$ cat src/rtl/mem_port_arbiter.sv
// Round-robin arbiter that shares one memory port between fetch, load/store and debug requesters.
// The debug port takes part only when MEM_ARB_DEBUG_EN is defined. Each access runs as setup, strobe, response.
module mem_port_arbiter #(
  parameter int ADDR_W = 32,
  parameter int DATA_W = 32
) (
  input  logic              clk,
  input  logic              reset,
  input  logic [2:0]        req,
  input  logic [2:0]        op0,
  input  logic [2:0]        op1,
  input  logic [2:0]        op2,
  input  logic [ADDR_W-1:0] addr0,
  input  logic [ADDR_W-1:0] addr1,
  input  logic [ADDR_W-1:0] addr2,
  input  logic [DATA_W-1:0] wdata0,
  input  logic [DATA_W-1:0] wdata1,
  input  logic [DATA_W-1:0] wdata2,
  output logic [2:0]        ack,
  output logic [DATA_W-1:0] rdata,
  output logic              rfault,
  output logic              busy,
  output logic              mem_en,
  output logic [2:0]        mem_op,
  output logic [ADDR_W-1:0] mem_addr,
  output logic [DATA_W-1:0] mem_wdata,
  input  logic [DATA_W-1:0] mem_rdata,
  input  logic              mem_fault
);

`ifdef MEM_ARB_DEBUG_EN
  localparam int NPORTS = 3;
`else
  localparam int NPORTS = 2;
`endif
  localparam logic [1:0] LAST_PORT = 2'(NPORTS - 1);
  localparam logic [2:0] PORT_MASK = 3'((1 << NPORTS) - 1);

  typedef enum logic [1:0] {
    IDLE,
    SETUP,
    ACCESS,
    RESP
  } state_e;

  state_e              state_q;
  logic [1:0]          ptr_q;
  logic [1:0]          win_q;
  logic [2:0]          ack_q;
  logic                busy_q;
  logic                mem_en_q;
  logic [2:0]          mem_op_q;
  logic [ADDR_W-1:0]   mem_addr_q;
  logic [DATA_W-1:0]   mem_wdata_q;
  logic [DATA_W-1:0]   rdata_q;
  logic                rfault_q;

  logic [2:0]          req_m;
  logic                win_vld_d;
  logic [1:0]          win_d;
  logic [1:0]          idx;
  logic [2:0]          sel_op_d;
  logic [ADDR_W-1:0]   sel_addr_d;
  logic [DATA_W-1:0]   sel_wdata_d;

  assign req_m = req & PORT_MASK;

  // Walk from the farthest candidate to the nearest so the port right after the pointer wins.
  always_comb begin
    // NOTE: every variable gets a default before any branch so no path leaves it unassigned (no latch).
    win_vld_d = 1'b0;
    win_d     = 2'd0;
    idx       = 2'd0;
    for (int i = NPORTS; i >= 1; i--) begin
      idx = 2'((int'(ptr_q) + i) % NPORTS);
      if (req_m[idx]) begin
        win_vld_d = 1'b1;
        win_d     = idx;
      end
    end
  end

  always_comb begin
    sel_op_d    = op0;
    sel_addr_d  = addr0;
    sel_wdata_d = wdata0;
    case (win_d)
      2'd1: begin
        sel_op_d    = op1;
        sel_addr_d  = addr1;
        sel_wdata_d = wdata1;
      end
`ifdef MEM_ARB_DEBUG_EN
      2'd2: begin
        sel_op_d    = op2;
        sel_addr_d  = addr2;
        sel_wdata_d = wdata2;
      end
`endif
      default: ;
    endcase
  end

`ifndef MEM_ARB_DEBUG_EN
  logic unused_dbg;
  assign unused_dbg = ^{req[2], op2, addr2, wdata2};
`endif

  always_ff @(posedge clk or negedge reset) begin
    // NOTE: all control and datapath registers reset, so a reset mid-access leaves no stale strobe or ack.
    if (!reset) begin
      state_q     <= IDLE;
      ptr_q       <= LAST_PORT;
      win_q       <= 2'd0;
      ack_q       <= 3'b000;
      busy_q      <= 1'b0;
      mem_en_q    <= 1'b0;
      mem_op_q    <= 3'b000;
      mem_addr_q  <= '0;
      mem_wdata_q <= '0;
      rdata_q     <= '0;
      rfault_q    <= 1'b0;
    end else begin
      // NOTE: non-blocking assignments, so every register in this block sees pre-edge values.
      ack_q <= 3'b000;
      case (state_q)
        IDLE: begin
          if (win_vld_d) begin
            win_q       <= win_d;
            mem_op_q    <= sel_op_d;
            mem_addr_q  <= sel_addr_d;
            mem_wdata_q <= sel_wdata_d;
            busy_q      <= 1'b1;
            state_q     <= SETUP;
          end
        end
        SETUP: begin
          mem_en_q <= 1'b1;
          state_q  <= ACCESS;
        end
        ACCESS: begin
          mem_en_q <= 1'b0;
          rdata_q  <= mem_rdata;
          rfault_q <= mem_fault;
          ack_q    <= (3'b001 << win_q) & PORT_MASK;
          state_q  <= RESP;
        end
        RESP: begin
          ptr_q   <= win_q;
          busy_q  <= 1'b0;
          state_q <= IDLE;
        end
        default: state_q <= IDLE;
      endcase
    end
  end

  assign ack       = ack_q;
  assign rdata     = rdata_q;
  assign rfault    = rfault_q;
  assign busy      = busy_q;
  assign mem_en    = mem_en_q;
  assign mem_op    = mem_op_q;
  assign mem_addr  = mem_addr_q;
  assign mem_wdata = mem_wdata_q;

`ifndef SYNTHESIS
  a_strobe_in_access: assert property (@(posedge clk) disable iff (!reset)
    mem_en_q |-> (state_q == ACCESS));
  a_ack_onehot: assert property (@(posedge clk) disable iff (!reset)
    $onehot0(ack_q));
  a_ack_in_resp: assert property (@(posedge clk) disable iff (!reset)
    (ack_q != 3'b000) |-> (state_q == RESP));
`endif

endmodule

$ cat config.mk
export PLATFORM = sky130hd
export DESIGN_NAME = mem_port_arbiter
export DESIGN_NICKNAME = d
export VERILOG_FILES = /design/src/rtl/mem_port_arbiter.sv
export SDC_FILE = /design/constraint.sdc
export NUM_CORES = 1
export LEC_CHECK = 0
export ABC_AREA = 1
export BUFFER_PORTS_ARGS = -buffer_cell sky130_fd_sc_hd__buf_4
export CAP_MARGIN = 40
export CORE_AREA = 2 2 135 137
export DETAILED_ROUTE_END_ITERATION = 16
export DIE_AREA = 0 0 137 139
export PLACE_DENSITY = 0.62
export SLEW_MARGIN = 30
export SYNTH_ARGS = -nofsm -noshare
export SYNTH_HDL_FRONTEND = slang
export SYNTH_SLANG_ARGS = --single-unit
$ cat constraint.sdc
create_clock -name clk -period 1.9 [get_ports clk]
set_input_delay 0.38 -clock clk [delete_from_list [all_inputs] [get_ports clk]]
set_output_delay 0.38 -clock clk [all_outputs]
set_load 0.01 [all_outputs]
After elaboration in Yosys (flattened, before gate mapping). Cells that the tools add are included.

Register bits after elaboration: 110. Bits of input ports: 239.

$add $sub $neg: 2. $lt $le $gt $ge: 2. Equality and inequality tests: 5. Shifts and indexed selects: 1. Multiplexer cells: 17. Bitwise operators: 2. Reductions and logical operators: 5.

Operators by type and width (number): $mux W32 (2); $mux W2 (4); $pmux W2 S4 (1); $lt A2 B3 Y1 const B (2); $mux W1 (5); $bmux W1 S2 (2); $eq A2 B1 Y1 const B (2); $eq A2 B2 Y1 const B (2); $pmux W1 S2 (2); $reduce_and A2 Y1 (2); $reduce_bool A2 Y1 (2); $mux W3 (1); $add A1 B1 Y1 const B (2); $and A1 B1 Y1 const A (2); $logic_not A2 Y1 (1); $ne A2 B2 Y1 const B (1); $shl A1 B2 Y2 const A (1).

Logic depth before layout (Yosys ltp). Gate-level depths: netlist (run 1).

Depth in word-level cells: 8. Depth in mapped cells: 9.

Worst setup path before layout (run 1). No wires, ideal clock.

Path type: register -> register. Start: register state_q[0]. End: register rdata_q[10], in the netlist rdata[10]. Arrival time: 1342 ps. Required time: 1775 ps. Path slack: 433 ps. Stages on the path, launching flop included: 6. Path buffers: 2. Clock period less this slack: 1467 ps. Cells stage by stage: dfrtp_1 -> inv_1 -> ha_1 -> buf_2 -> buf_2 -> mux2_2.

Cells in the longest elaborated chain, start to end: 1.

Ends and longest elaborated chain: start: declaration (RTL line 46) `state_e state_q;`; start signal: assignment (RTL line 112) `state_q <= IDLE;`; start signal: assignment (RTL line 134) `state_q <= SETUP;`; start signal: assignment (RTL line 139) `state_q <= ACCESS;`; $eq A2 B2 Y1 (RTL line 126) `case (state_q)`; end signal: assignment (RTL line 143) `rdata_q <= mem_rdata;`; end: declaration (RTL line 55) `logic [DATA_W-1:0] rdata_q;`.

No other way between the ends. A chain may end at the register's enable or synchronous reset.

Final worst setup path (run 1).
Start: register state_q[0]. End: register mem_addr_q[4], in the netlist mem_addr[4].

Cells in the longest elaborated chain, start to end: 2.

Ends and longest elaborated chain: $logic_not A2 Y1 (RTL line 126); $reduce_and A2 Y1 (no source line); end signal: assignment (RTL line 131) `mem_addr_q <= sel_addr_d;`; end: declaration (RTL line 53) `logic [ADDR_W-1:0] mem_addr_q;`.

No other way between the ends.

==> impl_metrics.ini, run 1 <==
[status]
status = complete, no violations

[finish]
fin_util_pct = 43.7
syn_to_final_growth_pct = 50.9
diodes = 0
layout-drive-gt1-share_pct = 38.5
nets = 1129
nFillCells = 1812

[synth]
synth-seq-cells = 108
yosys.area.top_type = dfrtp_1
yosysSeqAreaShare_pct = 52.9
yosys_warnings = 0
synthTopCellsByArea = dfrtp_1 52%, nand2_1 25%, mux2_2 7.3%, nand3_1 6.8%, buf_2 1.8%
synth.distinct_cells = 20
synth_top_area_share_pct = 52.4
syn_area_per_cell_um2 = 8.16
synth_area_um2 = 5110
synthCells = 626
syn_nets = 870

[drt]
vias_per_cell = 4.36
ant_nets = 0
vias = 4873
drc = 0
first_pass_iters = 4
routedWlPerCell_um = 13.6
drtIter0Drc = 180
routed_wirelength_mm = 15.2

[placed_design]
gp_congestion = 0.762
io_buffer_count = 274
place_hpwl_mm = 10.9

[clocking]
cts_setup_buffers = 0
clkLatencyLatePin_ns = 0.35
clock_sinks = 108
cts-root-buf = clkbuf_16
cts-htree-levels = 3
cts_buffer_depth = 2
cts_inserted_buffers = 9
clkTransAtPathRegs_ns = 0.08
cts_tree = yes

[setup_path]
required_ns = 2.19
path_class = flop to flop
crit_slowest_cell = dfrtp_1
crit_family = buffers and inverters
crit_fanout = 39
cp.arrival_ns = 1.82
cp-end-kind = flop
worstSetupStartpoint = state_q[0]
crit_buf_inv = 3
start_kind = flop
crit_chain = inv_1 > ha_1 > inv_1 > nor2_4 > buf_12 > nand2_1 > nand2_1
cpPeakStageDelay_ns = 0.40
r2r-start = state_q[0]

[timing]
max_freq_mhz = 652
rsz0062_at_grt = no
tns_ns = 0
hold_viol_final = 0
layout_min_cycle_time_ns = 1.53
finalCritPeriodShare_pct = 80.7
fin_skew_ns = 0.0105
relSlewSlack_pct = 66.1
worstMarginPinSlew_ns = 0.509
setup_viol = 0
slew_viol_final = 0

[power]
p_per_area_nw_per_um2 = 1470
leakage_nw = 4.30
ir_drop_v = 0.000511

[hold_path]
min_from = mem_rdata[13]
hold_path.class = input pin to flop

[run]
cap_violations = 0

[grt]
grt_max_degree = 70
grt_overflow = 0
antenna_found_initial = 0
grt_pass1_vias = 4671
grt_pass1_wl_mm = 23.5
grt_use_total_pct = 15.5

[floorplanning]
initial_core_util_pct = 28.9
die-area_um2 = 19000
dieHeight_um = 139
die_x_um = 137
num_rows = 49
ios = 344
coreArea_um2 = 17700
## cell usage in the layout (no fill, tap or decap), drive strengths merged
cell type    instances
nand2              348
conb                 1
clkinv               1
ha                   5
nand3               69
nor2                 5
dfstp                1
clkinvlp             1
buf                288
a21oi                1
dlygate4sd3          1
inv                 14
nand4                1
clkbuf               9
dfrtp              107
o21ai                4
mux2                33
## cells in the mapped netlist (all sizes together)
cell    instances
nand2         348
nand4           1
conb            1
nand3          69
clkbuf         13
dfrtp         107
ha              5
dfstp           1
inv            10
o21ai           4
mux2           33
a21oi           1
buf            28
nor2            5
## power breakdown
group          internal, mW  leakage (nW)  switching (mW)
sequential             3.43          1.32           0.584
combinational          2.72          2.85            2.78
clock                 0.914         0.136           0.908
total                  7.07          4.30            4.27
## registers in the layout, summed over array words and instances, names as in the netlist
name	cells
win_q	1
mem_op	3
ptr_q	1
mem_wdata	32
mem_addr	32
state_q	2
busy	1
ack	2
rfault	1
mem_en	1
rdata	32
## timing repair
item                      CTS  global route
hold endpoints to repair   24             0
resized for setup           0             0
hold buffers                1             0
## path summary, 6_finish.rpt
check                                end  slack (ns)  cells past startpoint
min in group asynchronous      rdata[24]        0.49                      2
min                            rdata[13]        0.26                      2
min reg2reg                mem_wdata[24]        0.48                      2
max in group asynchronous  mem_wdata[18]        0.83                      3
max reg2reg                  mem_addr[4]        0.37                      7
max                          mem_addr[4]        0.37                      7
## kinds of logic after synthesis
| kind of cell | after synthesis | synth area share, % |
|---|---|---|
| AO/OA/AOI/OAI | 5 | 0.490 |
| adder cells (fa/ha/maj) | 5 | 1.22 |
| buffers and inverters | 51 | 5.00 |
| flip-flops | 108 | 52.9 |
| multiplexers | 33 | 7.27 |
| other | 1 | 0.0734 |
| AND/OR/NAND/NOR | 423 | 33.0 |
## stage by stage
stage                     instance area (um^2)  hold slack [ns]  worst slack (ns)  cells  power [mW]
after global placement                    7420            0.333             0.354   1102        9.58
after detailed placement                  7420            0.332             0.361   1102        9.67
after floorplan                           5110           0.0844             0.433    626        6.90
after CTS                                 7710            0.239             0.344   1118        11.6
after global routing                      7710            0.243             0.289   1118        12.2
final                                     7710            0.257             0.367   1118        11.3
## per-layer routing
layer,vias up,global-route usage (%),routed length [um]
li1,2471,-,-
met1,2224,19.3,6420
met2,165,26.6,7430
met3,13,3.44,1160
met4,0,4.61,197
met5,-,0,0
## final cells by class
type / count / area, um^2 / share of cell area [%]
clock inverter: 6 / 56.3 / 0.730
clock buffer: 9 / 225 / 2.92
sequential: 108 / 2700 / 35.1
inverter: 10 / 37.5 / 0.487
multi-input combinational: 467 / 2150 / 27.9
timing repair buffer: 289 / 2250 / 29.1
tap: 229 / 287 / 3.72
Power figures use the tool's default switching activity.
==> run 2, diff against run 1 <==
- ABC_AREA: 1 -> 0
- CORE_AREA: 2 2 135 137 -> 2 2 132 134
- DIE_AREA: 0 0 137 139 -> 0 0 134 136
- clock period: 1.9 -> 1.5 ns (I/O delays scaled with it)
==> impl_metrics.ini, run 2 <==
[status]
status = complete, no violations

[power]
ir_drop_v = 0.000760
p_int_mw = 9.53
clockPowerShare_pct = 15.2
leakage_nw = 3.58
power_frac_comb_pct = 50.1
net-switching-power_mw = 5.50
p_per_area_nw_per_um2 = 2020
switching_share_pct = 36.6
seqPwrFrac_pct = 34.6

[setup_path]
cp.arrival_ns = 1.64
path_class = flop to flop
cpPeakStageDelay_ns = 0.39
reg2reg_slack_ns = 0.1
crit_buf_inv = 2
cp-end-kind = flop
start_kind = flop
crit_chain = inv_2 > ha_2 > clkbuf_16 > mux2_2
crit_slowest_cell = dfrtp_1
crit_family = flip-flops
crit_fanout = 17
required_ns = 1.74

[synth]
synth_area_um2 = 4630
syn_area_per_cell_um2 = 9.91
synth.most_common_cell = a21oi_1
synth.distinct_cells = 24
synth-seq-cells = 108
yosys.area.top_type = dfrtp_1
syn_nets = 711
synth_top_area_share_pct = 57.9
yosysSeqAreaShare_pct = 58.4
synth_edf_count = 0
synthTopCellsByArea = dfrtp_1 58%, a21oi_1 15%, mux2_2 8.5%, nand2_1 5.5%, nor2_1 5.5%
synth_commonest_cells = 136 x a21oi_1, 107 x dfrtp_1, 68 x nand2_1, 68 x nor2_1, 35 x mux2_2
async_reset_ff_share_pct = 100
synthCells = 467
yosys_warnings = 0
synthFlopType = dfrtp_1

[grt]
grt_pass1_wl_mm = 22.4
antenna_found_initial = 0
grt_max_degree = 57
grt_overflow = 0
grt_use_total_pct = 15.8
grt_pass1_vias = 4302

[clocking]
clkLatencyLatePin_ns = 0.35
cts-root-buf = clkbuf_16
cts_buffer_depth = 2
cts-htree-levels = 3
clkTransAtPathRegs_ns = 0.08
clock_sinks = 108
cts_inserted_buffers = 9
cts_tree = yes

[timing]
rsz0062_at_grt = no
layout_min_cycle_time_ns = 1.40
finalCritPeriodShare_pct = 93.6
hold_viol_final = 0
slew_viol_final = 0
max_freq_mhz = 712
setup_viol = 0
fin_skew_ns = 0.00654

[finish]
layout_commonest_cell = buf_4
most-common-layout-cells = 280 x buf_4, 136 x a21oi_1, 107 x dfrtp_1
syn_to_final_growth_pct = 60.5
design_area_um2 = 7430
diodes = 0
layout-drive-gt1-share_pct = 47.3
nFillCells = 1656
nets = 983
fin_cells = 969

[drt]
drc = 0
ant_nets = 0
vias = 4370
routedWlPerCell_um = 15.3
vias_per_cell = 4.51
first_pass_iters = 4
drtIter0Drc = 140
routed_wirelength_mm = 14.9

[placed_design]
placed_cells = 950
gp_congestion = 0.727
place_hpwl_mm = 10.3
place_area_um2 = 7060
io_buffer_count = 274

[floorplanning]
ios = 344
die_x_um = 134
dieHeight_um = 136
die-area_um2 = 18200
coreArea_um2 = 16900
initial_core_util_pct = 27.4
num_rows = 48

[run]
cap_violations = 0

[hold_path]
hold_path.class = input pin to flop
## run 2: cell count changes after synthesis, sizes merged, moves of 2 or more
cell    change
nand2     -280
nand3      -69
mux2        +2
clkbuf      -3
o21ai       -3
a21oi     +135
buf         -5
inv         -7
nor2       +63
## run 2: final timing paths
| path | from | cells after the start | to |
|---|---|---|---|
| hold / removal | mem_rdata[23] | 2 | rdata[23] |
| setup reg to reg | state_q[0] | 4 | rdata[31] |
| max in group asynchronous | reset | 3 | ptr_q[0] |
| min in group asynchronous | reset | 3 | mem_addr[17] |
| setup / recovery | state_q[0] | 4 | rdata[31] |
| hold reg to reg | win_q[0] | 1 | ack[0] |
## run 2: kinds of logic after synthesis
logic type | count (synthesis) | synth area share (%)
buf+inv | 36 | 4.11
flops | 108 | 58.4
mux | 36 | 8.73
compound gates | 141 | 15.7
other cells | 1 | 0.0810
fa+ha+maj | 5 | 1.35
simple gates | 140 | 11.6
## run 2: per-stage QoR
step                      total power [mW]  setup WS (ns)  hold slack (ns)  setup TNS (ns)  util (%)
after floorplan                       8.85         0.0209          0.00441               0         -
after detailed placement              12.6        -0.0287            0.331          -0.133      41.8
after global routing                  16.1         0.0218            0.160               0      44.0
after CTS                             15.1         0.0201            0.154               0      43.8
final                                 15.0         0.0961            0.176               0      44.0
after global placement                12.5      -0.000291            0.329       -0.000291      41.8
## run 2: layout make-up
cell class              instances  area, um^2  area share (%)
clock buffers                  10         229            3.08
flip-flops and latches        108        2700            36.4
repair buffers                294        2380            32.0
multi-input cells             323        1780            23.9
clock inverters                 6        48.8           0.657
well taps                     225         282            3.79
inverters                       3        11.3           0.152
## run 2: timing repair
action,CTS,global route
buffers inserted,0,0
pin swaps,0,0
hold buffers,1,0
gates resized for setup,3,4
cloned,1,1
endpoints found under the hold margin,107,0
setup endpoints to repair,30,62
## run 2: power groups by stage
stage	sequential, mW	combinational [mW]	clock (mW)
floorplan	5.88	2.98	0
CTS	5.22	7.53	2.39
global placement	5.20	7.32	0
detailed placement	5.25	7.39	0
finish	5.20	7.53	2.29
global route	5.41	8.24	2.49
## run 2: metal layers
layer	vias up	global-route usage [%]	wire length, um
met5	-	0	0
met1	2078	19.0	5960
met4	0	5.67	219
met3	16	4.70	1230
li1	2109	-	-
met2	167	27.0	7450
## run 2: worst register-to-register path, cell delays in order, from the launching register on
cell and delay, ns:
dfrtp_1 0.39, inv_2 0.10, ha_2 0.25, clkbuf_16 0.21, mux2_2 0.35
